<file path="config.mk">
export PLATFORM = sky130hd
export DESIGN_NAME = ysyx_210184_mac_flat
export DESIGN_NICKNAME = d
export VERILOG_FILES = /design/src/rtl/ysyx_210184_mac_pkg.sv /design/src/rtl/ysyx_210184_mac_if.sv /design/src/rtl/ysyx_210184_load_ext.sv /design/src/rtl/ysyx_210184_mac.sv /design/src/flat_wrapper.sv
export SDC_FILE = /design/constraint.sdc
export NUM_CORES = 1
export LEC_CHECK = 0
export ABC_AREA = 1
export BUFFER_PORTS_ARGS = -buffer_cell sky130_fd_sc_hd__clkbuf_2
export CORE_AREA = 2 2 186 188
export CTS_CLUSTER_DIAMETER = 50
export CTS_CLUSTER_SIZE = 10
export DETAILED_ROUTE_END_ITERATION = 7
export DIE_AREA = 0 0 188 190
export PLACE_DENSITY = 0.67
export SETUP_SLACK_MARGIN = 0.3
export SLEW_MARGIN = 40
export SYNTH_ARGS = -nofsm -noshare
export SYNTH_HDL_FRONTEND = slang
export SYNTH_SLANG_ARGS = --single-unit
</file>
<file path="constraint.sdc">
create_clock -name clk -period 2.6 [get_ports clk]
set_clock_uncertainty 0.2 [all_clocks]
set_input_delay 0 -clock clk [delete_from_list [all_inputs] [get_ports clk]]
set_output_delay 0 -clock clk [all_outputs]
set_load 0.02 [all_outputs]
</file>
<file path="src/rtl/ysyx_210184_mac_pkg.sv">
// Shared definitions for the memory access controller: bus width, FSM states,
// funct3 load/store size codes and small size/alignment helpers.
package ysyx_210184_mac_pkg;

    localparam int REG_BUS = 64;

    typedef enum logic [1:0] {
        ST_IDLE     = 2'd0,
        ST_REQ      = 2'd1,
        ST_WAIT_RSP = 2'd2,
        ST_DONE     = 2'd3
    } mac_state_e;

    localparam logic [2:0] LS_B  = 3'b000;
    localparam logic [2:0] LS_H  = 3'b001;
    localparam logic [2:0] LS_W  = 3'b010;
    localparam logic [2:0] LS_D  = 3'b011;
    localparam logic [2:0] LS_BU = 3'b100;
    localparam logic [2:0] LS_HU = 3'b101;
    localparam logic [2:0] LS_WU = 3'b110;

    // funct3[1:0] encodes log2 of the access size for both signed and unsigned forms.
    function automatic logic [7:0] size_mask(input logic [2:0] bytes);
        case (bytes[1:0])
            2'b00:   return 8'h01;
            2'b01:   return 8'h03;
            2'b10:   return 8'h0F;
            default: return 8'hFF;
        endcase
    endfunction

    function automatic logic is_misaligned(input logic [2:0] bytes, input logic [2:0] offset);
        case (bytes[1:0])
            2'b00:   return 1'b0;
            2'b01:   return offset[0];
            2'b10:   return |offset[1:0];
            default: return |offset;
        endcase
    endfunction

endpackage

</file>
<file path="src/rtl/ysyx_210184_mac_if.sv">
// Memory request/response bus between the access controller (master) and memory (slave).
interface ysyx_210184_mac_if;
    import ysyx_210184_mac_pkg::*;

    logic               mem_req_valid;
    logic               mem_req_ready;
    logic [REG_BUS-1:0] mem_req_addr;
    logic               mem_req_wen;
    logic [REG_BUS-1:0] mem_req_wdata;
    logic [7:0]         mem_req_wstrb;
    logic               mem_rsp_valid;
    logic [REG_BUS-1:0] mem_rsp_data;

    modport master (
        output mem_req_valid, mem_req_addr, mem_req_wen, mem_req_wdata, mem_req_wstrb,
        input  mem_req_ready, mem_rsp_valid, mem_rsp_data
    );

    modport slave (
        input  mem_req_valid, mem_req_addr, mem_req_wen, mem_req_wdata, mem_req_wstrb,
        output mem_req_ready, mem_rsp_valid, mem_rsp_data
    );

endinterface

</file>
<file path="src/rtl/ysyx_210184_load_ext.sv">
// Picks the addressed lane out of an aligned 64-bit read word and sign- or
// zero-extends it according to the load funct3.
module ysyx_210184_load_ext
    import ysyx_210184_mac_pkg::*;
(
    input  logic [REG_BUS-1:0] rdata_i,
    input  logic [2:0]         offset_i,
    input  logic [2:0]         size_i,
    output logic [REG_BUS-1:0] data_o
);

    logic [REG_BUS-1:0] lane;

    assign lane = rdata_i >> {offset_i, 3'b000};

    always_comb begin
        data_o = lane;
        case (size_i)
            LS_B:    data_o = {{56{lane[7]}},  lane[7:0]};
            LS_H:    data_o = {{48{lane[15]}}, lane[15:0]};
            LS_W:    data_o = {{32{lane[31]}}, lane[31:0]};
            LS_BU:   data_o = {56'd0, lane[7:0]};
            LS_HU:   data_o = {48'd0, lane[15:0]};
            LS_WU:   data_o = {32'd0, lane[31:0]};
            LS_D:    data_o = lane;
            default: data_o = lane;
        endcase
    end

endmodule

</file>
<file path="src/rtl/ysyx_210184_mac.sv">
// Memory access controller for the MEM stage: latches a load/store, runs one bus
// transaction, formats the load result and stalls the pipeline until done.
module ysyx_210184_mac
    import ysyx_210184_mac_pkg::*;
(
    input  logic               clk,
    input  logic               rst,
    input  logic               load_ena_i,
    input  logic               store_ena_i,
    input  logic [2:0]         load_store_bytes_i,
    input  logic [REG_BUS-1:0] addr_i,
    input  logic [REG_BUS-1:0] rs2_data_i,
    input  logic               inst_valid_i,
    output logic               MAC_ready,
    output logic [REG_BUS-1:0] MAC_data,
    output logic               misalign_o,
    ysyx_210184_mac_if.master  mem
);

    mac_state_e         state_q, state_d;
    logic [REG_BUS-1:0] addr_q, addr_d;
    logic [REG_BUS-1:0] wdata_q, wdata_d;
    logic [REG_BUS-1:0] data_q, data_d;
    logic [2:0]         bytes_q, bytes_d;
    logic [7:0]         wstrb_q, wstrb_d;
    logic               wen_q, wen_d;
    logic               misalign_q, misalign_d;

    logic               access;
    logic               misaligned;
    logic [REG_BUS-1:0] load_data;

    assign access     = inst_valid_i & (load_ena_i | store_ena_i);
    assign misaligned = is_misaligned(load_store_bytes_i, addr_i[2:0]);

    ysyx_210184_load_ext u_load_ext (
        .rdata_i  (mem.mem_rsp_data),
        .offset_i (addr_q[2:0]),
        .size_i   (bytes_q),
        .data_o   (load_data)
    );

    always_ff @(posedge clk) begin
        if (rst) begin
            state_q    <= ST_IDLE;
            addr_q     <= '0;
            wdata_q    <= '0;
            data_q     <= '0;
            bytes_q    <= '0;
            wstrb_q    <= '0;
            wen_q      <= 1'b0;
            misalign_q <= 1'b0;
        end else begin
            state_q    <= state_d;
            addr_q     <= addr_d;
            wdata_q    <= wdata_d;
            data_q     <= data_d;
            bytes_q    <= bytes_d;
            wstrb_q    <= wstrb_d;
            wen_q      <= wen_d;
            misalign_q <= misalign_d;
        end
    end

    // A simultaneous load and store request is resolved as a load (wen = 0).
    always_comb begin
        state_d    = state_q;
        addr_d     = addr_q;
        wdata_d    = wdata_q;
        data_d     = data_q;
        bytes_d    = bytes_q;
        wstrb_d    = wstrb_q;
        wen_d      = wen_q;
        misalign_d = 1'b0;
        case (state_q)
            ST_IDLE: begin
                if (access) begin
                    addr_d  = addr_i;
                    bytes_d = load_store_bytes_i;
                    wen_d   = ~load_ena_i;
                    wdata_d = rs2_data_i << {addr_i[2:0], 3'b000};
                    wstrb_d = size_mask(load_store_bytes_i) << addr_i[2:0];
                    if (misaligned) begin
                        state_d    = ST_DONE;
                        misalign_d = 1'b1;
                        data_d     = '0;
                    end else begin
                        state_d = ST_REQ;
                    end
                end
            end
            ST_REQ: begin
                if (mem.mem_req_ready) begin
                    state_d = ST_WAIT_RSP;
                end
            end
            ST_WAIT_RSP: begin
                if (mem.mem_rsp_valid) begin
                    data_d  = wen_q ? '0 : load_data;
                    state_d = ST_DONE;
                end
            end
            default: begin
                state_d = ST_IDLE;
            end
        endcase
    end

    always_comb begin
        MAC_ready         = 1'b0;
        mem.mem_req_valid = 1'b0;
        case (state_q)
            ST_IDLE: MAC_ready         = ~access;
            ST_REQ:  mem.mem_req_valid = 1'b1;
            ST_DONE: MAC_ready         = 1'b1;
            default: MAC_ready         = 1'b0;
        endcase
        mem.mem_req_addr  = {addr_q[REG_BUS-1:3], 3'b000};
        mem.mem_req_wen   = wen_q;
        mem.mem_req_wdata = wdata_q;
        mem.mem_req_wstrb = wstrb_q;
        MAC_data          = data_q;
        misalign_o        = misalign_q;
    end

endmodule

</file>
<file path="src/flat_wrapper.sv">
// flat-port wrapper written by rule: the top's interface ports become plain ports
module ysyx_210184_mac_flat import ysyx_210184_mac_pkg::*;
  (clk, rst, load_ena_i, store_ena_i, load_store_bytes_i, addr_i, rs2_data_i, inst_valid_i, MAC_ready, MAC_data, misalign_o, mem_mem_req_valid, mem_mem_req_addr, mem_mem_req_wen, mem_mem_req_wdata, mem_mem_req_wstrb, mem_mem_req_ready, mem_mem_rsp_valid, mem_mem_rsp_data);
  ysyx_210184_mac_if mem_i ();
  input  logic clk;
  input  logic rst;
  input  logic load_ena_i;
  input  logic store_ena_i;
  input  logic [2:0] load_store_bytes_i;
  input  logic [REG_BUS-1:0] addr_i;
  input  logic [REG_BUS-1:0] rs2_data_i;
  input  logic inst_valid_i;
  output logic MAC_ready;
  output logic [REG_BUS-1:0] MAC_data;
  output logic misalign_o;
  output wire logic [$bits(mem_i.mem_req_valid)-1:0] mem_mem_req_valid;
  output wire logic [$bits(mem_i.mem_req_addr)-1:0] mem_mem_req_addr;
  output wire logic [$bits(mem_i.mem_req_wen)-1:0] mem_mem_req_wen;
  output wire logic [$bits(mem_i.mem_req_wdata)-1:0] mem_mem_req_wdata;
  output wire logic [$bits(mem_i.mem_req_wstrb)-1:0] mem_mem_req_wstrb;
  input wire logic [$bits(mem_i.mem_req_ready)-1:0] mem_mem_req_ready;
  input wire logic [$bits(mem_i.mem_rsp_valid)-1:0] mem_mem_rsp_valid;
  input wire logic [$bits(mem_i.mem_rsp_data)-1:0] mem_mem_rsp_data;
  assign mem_mem_req_valid = mem_i.mem_req_valid;
  assign mem_mem_req_addr = mem_i.mem_req_addr;
  assign mem_mem_req_wen = mem_i.mem_req_wen;
  assign mem_mem_req_wdata = mem_i.mem_req_wdata;
  assign mem_mem_req_wstrb = mem_i.mem_req_wstrb;
  assign mem_i.mem_req_ready = mem_mem_req_ready;
  assign mem_i.mem_rsp_valid = mem_mem_rsp_valid;
  assign mem_i.mem_rsp_data = mem_mem_rsp_data;
  ysyx_210184_mac u_core (.clk(clk), .rst(rst), .load_ena_i(load_ena_i), .store_ena_i(store_ena_i), .load_store_bytes_i(load_store_bytes_i), .addr_i(addr_i), .rs2_data_i(rs2_data_i), .inst_valid_i(inst_valid_i), .MAC_ready(MAC_ready), .MAC_data(MAC_data), .misalign_o(misalign_o), .mem(mem_i));
endmodule
</file>
==> results.toml, run 1 <==
[status]
status = "finished, final reports clean"

[hold_path]
min_path_cells = 9
min_from = "mem_mem_rsp_data[8]"
min_to = "u_core.MAC_data[8]$_SDFFE_PP0P_"
hold_path.class = "in2reg"

[synthesis]
ys_seq_area_share_pct = 35.7
ys_types = 33
synth-edff-count = 0
synth.top_cell.area_share_pct = 35.7
synth_area_leaders = "dfxtp_1 (36%), nand2_1 (17%), o21ai_0 (6.9%), nor2_1 (6.7%), nand3_1 (5.9%)"
yosysTopAreaCell = "dfxtp_1"
ys_ff_latch = 207
netlist_area_um2 = 11600
ys.flop_type = "dfxtp_1"
postSynth.asyncResetShare_pct = 0
synthCells = 1819
ys.warnings.count = 0
avgSynthCellArea_um2 = 6.38
yosysMostFrequentCell = "nand2_1"
synthTopCellsByCount = "nand2_1 (525), nor2_1 (208), dfxtp_1 (207)"

[routing]
drt_iter0_markers = 1352
firstDrtPassIters = 6
drt_wl_total_um = 51000
via_per_inst = 5.21
routedWlPerCell_um = 17.9
vias = 14800
drc = 0
ant_nets = 0

[worst_setup_path]
crit_type = "in2reg"
r2r-end = "u_core.mem.mem_req_wdata[45]$_SDFFE_PP0P_"
r2r-start = "u_core.state_q[1]$_SDFFE_PP0P_"
cp_top_family = "buffers and inverters"
path_buf_inv = 5
end_kind = "register"
critPathMaxStageDelay_ns = 0.70
critPathSlowestCell = "dlygate4sd3_1"
reg2reg_depth = 10
reg2reg_slack_ns = 0.41
critPathRequiredTime_ns = 2.93
cp-start-kind = "input port"
arrival_ns = 2.59
worstPathCellList = "clkbuf_2 -> dlygate4sd3_1 -> inv_6 -> o21ai_0 -> dlygate4sd3_1 -> o21ai_0 -> nand2_1 -> nand3_1 -> nand2_1 -> inv_1"
worstSetupPathDepth = 10
critPathMaxFanout = 39

[power]
p_leak_nw = 8.45
pwr_density_cell_nw_per_um2 = 762
ir_worst_vdd_mv = 0.588
p_comb_share_pct = 39.0
intPower_mw = 7.96
switching_share_pct = 39.9
p_sw_mw = 5.27
pwr-share-clk_pct = 31.0
seqPwrFrac_pct = 30.0

[die]
ios = 406
rows = 68
initial_core_util_pct = 34.2
die-area_um2 = 35700
die-height_um = 190
die_w_um = 188
fp.coreArea_um2 = 33900

[final_layout]
nFillCells = 3240
area_growth_pct = 49.4
finalNetCount = 2575
fin_cells = 2847
fin_util_pct = 51.1
drive_gt1_share_pct = 21.6

[cts]
clk_pin_slew_ns = 0.06
cts_tree = "done"
cts.sinks = 207
h-tree-depth = 1
cts_buffers = 30
ctsRootBufferMaster = "clkbuf_16"
cts_buffer_depth = 3
worstSkewPairLatency_ns = 0.57

[flow_run]
maxCapViolations = 0

[global_routing]
grt_pass1_wl_um = 76900
grt_usage_pct = 26.9
grt_max_degree = 120
grt_pass1_vias = 14200
grt_antenna_before_repair = 3
grt-ovfl-total = 0

[sta]
final-max-slew-violation-count = 0
min_period_over_period_pct = 87.3
setup_ws_ns = 0.331
tightest_slew_ns = 0.794
fin_crit_ns = 2.27
grt_setup_unrepaired = "true"
setup_viol = 0
hold_viol = 0
slew_headroom_pct = 47.1
fin_tns_setup_ns = 0
max_freq_mhz = 441

[placement]
dpl_worst_slack_ns = 0.216
place.gp.congestion = 0.947
port_buffers = 402
placed_cells = 2512
dp_hpwl_um = 33300
[logic make-up after synthesis]
| kind of cell | synth area share (%) |
|---|---|
| buf+inv | 12.6 |
| simple gates | 30.5 |
| mux | 1.81 |
| fa+ha+maj | 0.431 |
| compound gates | 19.0 |
| flops | 35.7 |
| other cells | 0.0323 |
[flip-flops by register name (all words and copies together) (netlist names)]
signal / flops
u_core.mem.mem_req_wen: 1
u_core.bytes_q: 3
u_core.mem.mem_req_wstrb: 8
u_core.mem.mem_req_wdata: 64
u_core.MAC_data: 64
u_core.state_q: 2
u_core.addr_q: 64
u_core.misalign_o: 1
[final cells by class]
cell class / count / area, um^2 / area share [%]
tap: 455 / 569 / 3.28
multi-input combinational: 1317 / 6020 / 34.7
inverter: 95 / 368 / 2.12
antenna: 5 / 12.5 / 0.0721
timing repair buffer: 718 / 5220 / 30.1
clock buffer: 37 / 797 / 4.59
sequential: 207 / 4150 / 23.9
clock inverter: 13 / 205 / 1.18
[metal layers]
layer,up-vias,share of wire [%],global-route usage (%)
met3,188,10,6.79
met5,-,0,0
met1,6741,37,31.5
li1,6981,-,-
met2,927,47,45.8
met4,0,5.4,13.3
[through the flow]
| stage | hold WS (ns) | power, mW | instance area, um^2 |
|---|---|---|---|
| 2_1_floorplan | -0.110 | 7.26 | 11600 |
| 3_3_place_gp | -0.00258 | 8.52 | 13500 |
| 3_5_place_dp | 0.0157 | 8.56 | 13500 |
| 4_1_cts | 0.00217 | 13.1 | 17200 |
| 5_1_grt | 0.0186 | 13.9 | 17300 |
| 6_report | 0.0148 | 13.2 | 17300 |
[worst max path at each step]
stage                                    from                                         to  slack, ns
6_report                            addr_i[0]  u_core.mem.mem_req_wdata[55]$_SDFFE_PP0P_       0.33
5_1_grt                             addr_i[0]  u_core.mem.mem_req_wdata[55]$_SDFFE_PP0P_       0.26
4_1_cts                             addr_i[0]  u_core.mem.mem_req_wdata[55]$_SDFFE_PP0P_       0.31
3_5_place_dp   u_core.state_q[0]$_SDFFE_PP0P_  u_core.mem.mem_req_wdata[48]$_SDFFE_PP0P_       0.22
3_3_place_gp   u_core.state_q[0]$_SDFFE_PP0P_  u_core.mem.mem_req_wdata[48]$_SDFFE_PP0P_       0.33
2_1_floorplan  u_core.state_q[0]$_SDFFE_PP0P_  u_core.mem.mem_req_wdata[38]$_SDFFE_PP0P_       0.68
[cells in the final DEF, fill, tap and decap left out, drive strengths merged]
master / instances
a211oi: 1
a21oi: 133
a22oi: 30
a2bb2oi: 1
a31oi: 13
buf: 40
bufinv: 4
clkbuf: 440
clkinv: 6
clkinvlp: 3
conb: 3
dfxtp: 207
diode: 5
dlygate4sd3: 274
dlymetal6s4s: 1
ha: 4
inv: 95
mux2i: 21
nand2: 529
nand3: 139
nor2: 210
nor3: 1
o2111ai: 1
o211ai: 21
o21a: 1
o21ai: 193
o21bai: 1
o22ai: 7
o32ai: 2
or2: 6
[power by group through the flow]
stage	Combinational (mW)	Clock [mW]	Sequential, mW
global route	5.63	4.28	4.00
global placement	4.54	0	3.97
detailed placement	4.57	0	3.98
floorplan	3.16	0	4.10
finish	5.16	4.10	3.97
CTS	4.99	4.16	3.93
[worst register-to-register path, cell delays in order, from the launching register on]
cell and delay [ns]:
dfxtp_1 0.37, inv_1 0.08, ha_1 0.22, inv_1 0.18
nor2_4 0.08, buf_4 0.15, nand2_2 0.09, inv_1 0.07
buf_8 0.18, a22oi_1 0.26, o22ai_1 0.14
[repair_timing]
item                                    in CTS  in global routing
pin swaps                                    1                  1
endpoints found under the setup margin      13                137
resized for setup                            0                 18
buffers inserted                             3                  0
hold buffers                               275                  1
gates cloned                                 0                  2
hold endpoints to repair                   207                  2
(Power assumes the default switching activity.)
==> run 2: changes to the inputs <==
--- a/config.mk
+++ b/config.mk
@@ -8,6 +8,7 @@
 export ABC_AREA = 1
 export BUFFER_PORTS_ARGS = -buffer_cell sky130_fd_sc_hd__clkbuf_2
 export CORE_AREA = 2 2 186 188
+export CTS_BUF_LIST = sky130_fd_sc_hd__clkbuf_4 sky130_fd_sc_hd__clkbuf_8
 export CTS_CLUSTER_DIAMETER = 50
 export CTS_CLUSTER_SIZE = 10
 export DETAILED_ROUTE_END_ITERATION = 7
==> results.toml, run 2 (synthesis results as in run 1) <==
[routing]
ant_nets = 0
drc = 4
routedWlPerCell_um = 17.8
drt_iter0_markers = 1234
firstDrtPassIters = 8
vias = 14900
via_per_inst = 5.18
drt_wl_total_um = 51000

[die]
ios = 406
die-height_um = 190
initial_core_util_pct = 34.2
fp.coreArea_um2 = 33900
die-area_um2 = 35700
rows = 68
die_w_um = 188

[worst_setup_path]
r2r-end = "u_core.bytes_q[1]$_SDFFE_PP0P_"
arrival_ns = 2.52
critPathSlowestCell = "dlygate4sd3_1"
worstPathCellList = "dlygate4sd3_1 -> clkbuf_2 -> inv_1 -> nand2_1 -> nand2_1 -> dlygate4sd3_1 -> nor2_4 -> inv_4 -> o21ai_1 -> a21oi_1 -> dlygate4sd3_1"
cp_top_family = "buffers and inverters"
cp_common_cell = "dlygate4sd3_1"
crit_type = "in2reg"
path_buf_inv = 6
worstSetupPathDepth = 11
endpoint = "u_core.bytes_q[1]$_SDFFE_PP0P_"
worstSetupStartpoint = "load_ena_i"
end_kind = "register"
r2r-start = "u_core.state_q[0]$_SDFFE_PP0P_"
critPathMaxStageDelay_ns = 0.61
cp-start-kind = "input port"
reg2reg_depth = 8
critPathMaxFanout = 22
critPathRequiredTime_ns = 2.87
reg2reg_slack_ns = 0.40

[placement]
place.gp.congestion = 0.947
port_buffers = 402
dp_hpwl_um = 33300
placed_cells = 2512

[hold_path]
hold_path.class = "in2reg"

[cts]
ctsRootBufferMaster = "clkbuf_8"
cts_tree = "done"
cts_buffers = 30
clk_pin_slew_ns = 0.07
cts.sinks = 207
cts_buffer_depth = 3
h-tree-depth = 1
worstSkewPairLatency_ns = 0.63

[power]
pwr-share-clk_pct = 24.6
p_sw_mw = 5.10
pwr_density_cell_nw_per_um2 = 704
switching_share_pct = 42.0
seqPwrFrac_pct = 32.6
intPower_mw = 7.04
p_leak_nw = 8.40
ir_worst_vdd_mv = 0.508
p_comb_share_pct = 42.8

[sta]
fin_crit_ns = 2.25
min_period_over_period_pct = 86.4
setup_viol = 0
tightest_slew_ns = 0.805
fin_tns_setup_ns = 0
slew_headroom_pct = 46.4
max_freq_mhz = 445
final-max-slew-violation-count = 0
hold_viol = 0
grt_setup_unrepaired = "true"

[global_routing]
grt_antenna_before_repair = 2
grt_pass1_wl_um = 77600
grt_usage_pct = 27.1
grt_pass1_vias = 14300
grt_max_degree = 120
grt-ovfl-total = 0

[status]
violations = "design-rule violations"
status = "finished with violations"

[final_layout]
area_growth_pct = 48.4
drive_gt1_share_pct = 21.7
finalNetCount = 2598
fin_util_pct = 50.7
fin_cells = 2867
final_common_cell = "nand2_1"
layout_common_cells = "nand2_1 (525), clkbuf_2 (401), dlygate4sd3_1 (297), nor2_1 (206), dfxtp_1 (203)"

[flow_run]
maxCapViolations = 0
-- run 2: cell types whose count changed in the layout (fill, tap and decap cells not counted), sizes merged --
cell / change
dlymetal6s4s: -1
buf: +1
diode: -3
dlygate4sd3: +23
-- run 2: area by class of cell --
type	count	area, um^2
sequential	207	4150
fill	3254	16700
clock inverter	13	191
timing repair buffer	741	5440
multi-input combinational	1317	6020
tap	455	569
clock buffer	37	478
antenna	2	5.00
inverter	95	368
-- run 2: worst min-delay path, delay by kind of cell --
family                 cells  cell delay (ns)
AND/OR/NAND/NOR            5             0.43
AO/OA/AOI/OAI              2             0.24
buffers and inverters      2             0.11
-- run 2: worst min-delay path by stage --
stage | from | endpoint | slack (ns) | depth (start not counted)
CTS | addr_i[22] | u_core.addr_q[22]$_SDFFE_PP0P_ | 0.01 | 4
global placement | load_ena_i | u_core.mem.mem_req_wen$_SDFFE_PP0P_ | -0.003 | 2
detailed placement | load_ena_i | u_core.mem.mem_req_wen$_SDFFE_PP0P_ | 0.02 | 2
finish | store_ena_i | u_core.state_q[0]$_SDFFE_PP0P_ | 0.005 | 9
floorplan | load_ena_i | u_core.mem.mem_req_wen$_SDFFE_PP0P_ | -0.11 | 1
global route | addr_i[22] | u_core.addr_q[22]$_SDFFE_PP0P_ | 0.06 | 4
-- run 2: timing repair --
item	CTS	global route
gates resized for setup	0	16
buffers inserted	3	1
cloned	0	2
pin swaps	1	0
hold buffers	297	1
endpoints found under the setup margin	14	93
endpoints found under the hold margin	207	2
-- run 2: stage by stage --
stage / hold slack (ns) / cell area (um^2) / setup slack [ns] / power [mW]
floorplan: -0.110 / 11600 / 0.682 / 7.26
global placement: -0.00258 / 13500 / 0.330 / 8.52
detailed placement: 0.0157 / 13500 / 0.216 / 8.56
CTS: 0.00963 / 17100 / 0.347 / 12.0
global route: 0.0596 / 17200 / 0.271 / 12.8
finish: 0.00452 / 17200 / 0.354 / 12.1
-- run 2: power by group through the flow --
| stage | combinational [mW] | clock [mW] | sequential [mW] |
|---|---|---|---|
| finish | 5.20 | 2.98 | 3.95 |
| global route | 5.68 | 3.15 | 3.99 |
| CTS | 5.02 | 3.04 | 3.92 |
| detailed placement | 4.57 | 0 | 3.98 |
| global placement | 4.54 | 0 | 3.97 |
| floorplan | 3.16 | 0 | 4.10 |
-- run 2: per-layer routing --
| metal | vias up | track usage (%) | part of all wire, % |
|---|---|---|---|
| met1 | 6777 | 31.6 | 38 |
| met3 | 197 | 7.16 | 9.9 |
| li1 | 7009 | - | - |
| met5 | - | 0 | 0 |
| met2 | 870 | 45.7 | 46 |
| met4 | 0 | 14.1 | 5.8 |
==> run 3: changes to the inputs <==
--- a/config.mk
+++ b/config.mk
@@ -5,14 +5,14 @@
 export SDC_FILE = /design/constraint.sdc
 export NUM_CORES = 1
 export LEC_CHECK = 0
-export ABC_AREA = 1
+export ABC_AREA = 0
 export BUFFER_PORTS_ARGS = -buffer_cell sky130_fd_sc_hd__clkbuf_2
-export CORE_AREA = 2 2 186 188
+export CORE_AREA = 2 2 182 184
 export CTS_BUF_LIST = sky130_fd_sc_hd__clkbuf_4 sky130_fd_sc_hd__clkbuf_8
 export CTS_CLUSTER_DIAMETER = 50
 export CTS_CLUSTER_SIZE = 10
 export DETAILED_ROUTE_END_ITERATION = 7
-export DIE_AREA = 0 0 188 190
+export DIE_AREA = 0 0 184 186
 export PLACE_DENSITY = 0.67
 export SETUP_SLACK_MARGIN = 0.3
 export SLEW_MARGIN = 40
==> results.toml, run 3 <==
[status]
status = "finished, final reports clean"

[routing]
drt_wl_total_um = 44900
drc = 0
via_per_inst = 5.43
ant_nets = 0
routedWlPerCell_um = 19.7
vias = 12400
firstDrtPassIters = 5
drt_iter0_markers = 810

[power]
intPower_mw = 7.20
ir_worst_vdd_mv = 0.460
power_mw = 11.6
p_leak_nw = 6.92
switching_share_pct = 37.8
p_comb_share_pct = 37.8
p_sw_mw = 4.37
pwr_density_cell_nw_per_um2 = 713
seqPwrFrac_pct = 33.9
pwr-share-clk_pct = 28.3

[synthesis]
synth-edff-count = 0
ys.warnings.count = 0
synthTopCellsByCount = "dfxtp_1 (207), nand2_1 (193), a21oi_1 (134)"
synth.top_cell.area_share_pct = 37.0
synth_area_leaders = "dfxtp_1 (37%), mux2i_1 (9.3%), nand2_1 (6.5%), a21oi_1 (6.0%), buf_4 (4.3%)"
ys.flop_type = "dfxtp_1"
avgSynthCellArea_um2 = 8.37
postSynth.asyncResetShare_pct = 0
synthCells = 1337
ys_seq_area_share_pct = 37.0
netlist_area_um2 = 11200
ys_ff_latch = 207
ys_types = 51
yosysMostFrequentCell = "dfxtp_1"
yosysTopAreaCell = "dfxtp_1"

[die]
die-area_um2 = 34200
die-height_um = 186
die_w_um = 184
fp.coreArea_um2 = 32200
ios = 406
initial_core_util_pct = 34.8
rows = 66

[cts]
cts_buffers = 34
worstSkewPairLatency_ns = 0.52
h-tree-depth = 2
clk_pin_slew_ns = 0.07
ctsRootBufferMaster = "clkbuf_8"
cts_tree = "done"
cts.sinks = 207
cts_buffer_depth = 3

[worst_setup_path]
critPathMaxStageDelay_ns = 0.51
r2r-start = "u_core.addr_q[1]$_SDFFE_PP0P_"
reg2reg_slack_ns = 0.25
worstPathCellList = "mux2_4 -> mux4_2 -> a32oi_4 -> a31oi_4 -> buf_12 -> a22o_1"
critPathSlowestCell = "mux4_2"
reg2reg_depth = 6
critPathRequiredTime_ns = 2.80
r2r-end = "u_core.MAC_data[62]$_SDFFE_PP0P_"
crit_type = "reg2reg"
end_kind = "register"
critPathMaxFanout = 32
arrival_ns = 2.55
cp-start-kind = "register"

[sta]
hold_viol = 0
min_period_over_period_pct = 90.3
setup_viol = 0
setup_ws_ns = 0.252
final-max-slew-violation-count = 0
tightest_slew_ns = 0.810
grt_setup_unrepaired = "true"
fin_tns_setup_ns = 0
max_freq_mhz = 426
fin_crit_ns = 2.35
slew_headroom_pct = 45.9

[global_routing]
grt-ovfl-total = 0
grt_pass1_wl_um = 65400
grt_antenna_before_repair = 2
grt_usage_pct = 24.4
grt_max_degree = 153
grt_pass1_vias = 12100

[hold_path]
min_path_cells = 5
min_from = "mem_mem_rsp_data[0]"
hold_path.class = "in2reg"
min_to = "u_core.MAC_data[0]$_SDFFE_PP0P_"

[final_layout]
area_growth_pct = 45.1
finalNetCount = 2054
final_common_cell = "clkbuf_2"
drive_gt1_share_pct = 30.8
layout_common_cells = "clkbuf_2 (399), dlygate4sd3_1 (207), dfxtp_1 (204), nand2_1 (191), a21oi_1 (132)"

[placement]
place.gp.congestion = 0.897
port_buffers = 402
dp_hpwl_um = 30400
dpl_worst_slack_ns = 0.154

[flow_run]
maxCapViolations = 0
==> run 3: changes by cell type in the layout (fill, tap and decap cells not counted), moves of 32 or more <==
cell           previous run  this run
nor2_1                  206       117
o21ai_0                 159        67
inv_1                    88         5
a22o_1                    0        32
nand2_1                 525       191
nand3_1                 137         1
a211oi_1                  1        58
o21ai_1                  33         0
mux2i_1                  21       102
dlygate4sd3_1           297       207
==> run 3: power by group through the flow <==
stage                     Sequential [mW]  Combinational (mW)  Clock [mW]
final                                3.93                4.37        3.27
after CTS                            3.92                4.16        3.35
after global placement               3.97                3.83           0
after detailed placement             3.98                3.86           0
after global routing                 3.98                4.70        3.49
after floorplan                      4.24                2.35           0
==> run 3: logic make-up (layout without fill, tap and decap cells) <==
kind of cell	Yosys count	in the layout	synth area share, %
compound gates	397	397	23.3
simple gates	389	390	15.0
flops	207	207	37.0
buf+inv	192	721	8.95
mux	147	147	15.2
fa+ha+maj	4	4	0.447
other cells	1	5	0.0335
==> run 3: worst max-delay path, delay by kind of cell (launching register included) <==
kind,cells,cell delay [ns]
buf+inv,1,0.18
flops,1,0.41
compound gates,3,0.59
mux,2,0.83
==> run 3: area by class of cell <==
type,instances,area (um^2)
repair buffers,658,4640
inverters,6,22.5
fillers,2978,16000
diodes,2,5.00
multi-input cells,941,6150
flip-flops and latches,207,4150
clock inverters,15,205
clock buffers,42,553
well taps,408,510
==> run 3: routing by layer <==
metal  vias to the layer above  share of wire (%)  global-route usage [%]
met3                       150                8.7                    6.28
li1                       5771                  -                       -
met5                         -                  0                       0
met2                       639                 48                    43.2
met4                         0                5.1                    12.7
met1                      5823                 38                    26.9
==> run 3: worst max-delay path by stage <==
| stage | from | to | slack (ns) | cells after the start |
|---|---|---|---|---|
| floorplan | u_core.addr_q[1]$_SDFFE_PP0P_ | u_core.MAC_data[32]$_SDFFE_PP0P_ | 0.34 | 6 |
| global placement | u_core.addr_q[1]$_SDFFE_PP0P_ | u_core.MAC_data[62]$_SDFFE_PP0P_ | 0.26 | 6 |
| detailed placement | u_core.state_q[0]$_SDFFE_PP0P_ | u_core.MAC_data[30]$_SDFFE_PP0P_ | 0.15 | 8 |
| CTS | u_core.addr_q[1]$_SDFFE_PP0P_ | u_core.MAC_data[62]$_SDFFE_PP0P_ | 0.21 | 6 |
| global route | u_core.addr_q[1]$_SDFFE_PP0P_ | u_core.MAC_data[62]$_SDFFE_PP0P_ | 0.21 | 7 |
| finish | u_core.addr_q[1]$_SDFFE_PP0P_ | u_core.MAC_data[62]$_SDFFE_PP0P_ | 0.25 | 6 |
==> run 3: through the flow <==
stage	hold slack, ns	std cells	area, um^2	util (%)
after detailed placement	0.0300	2002	13200	40.9
after floorplan	-0.104	1339	11200	-
after global placement	0.0215	2002	13200	40.9
after CTS	0.000502	2267	16000	49.8
after global routing	0.0324	2278	16200	50.4
final	0.0464	2279	16200	50.4
==> run 3: what timing repair did <==
item                                   4_1_cts  5_1_grt
setup buffers                                1        7
endpoints found under the hold margin      204        0
pin swaps                                    1        3
gates resized for setup                      4       28
setup endpoints to repair                   54       86
hold buffers                               207        0
gates cloned                                 0        3
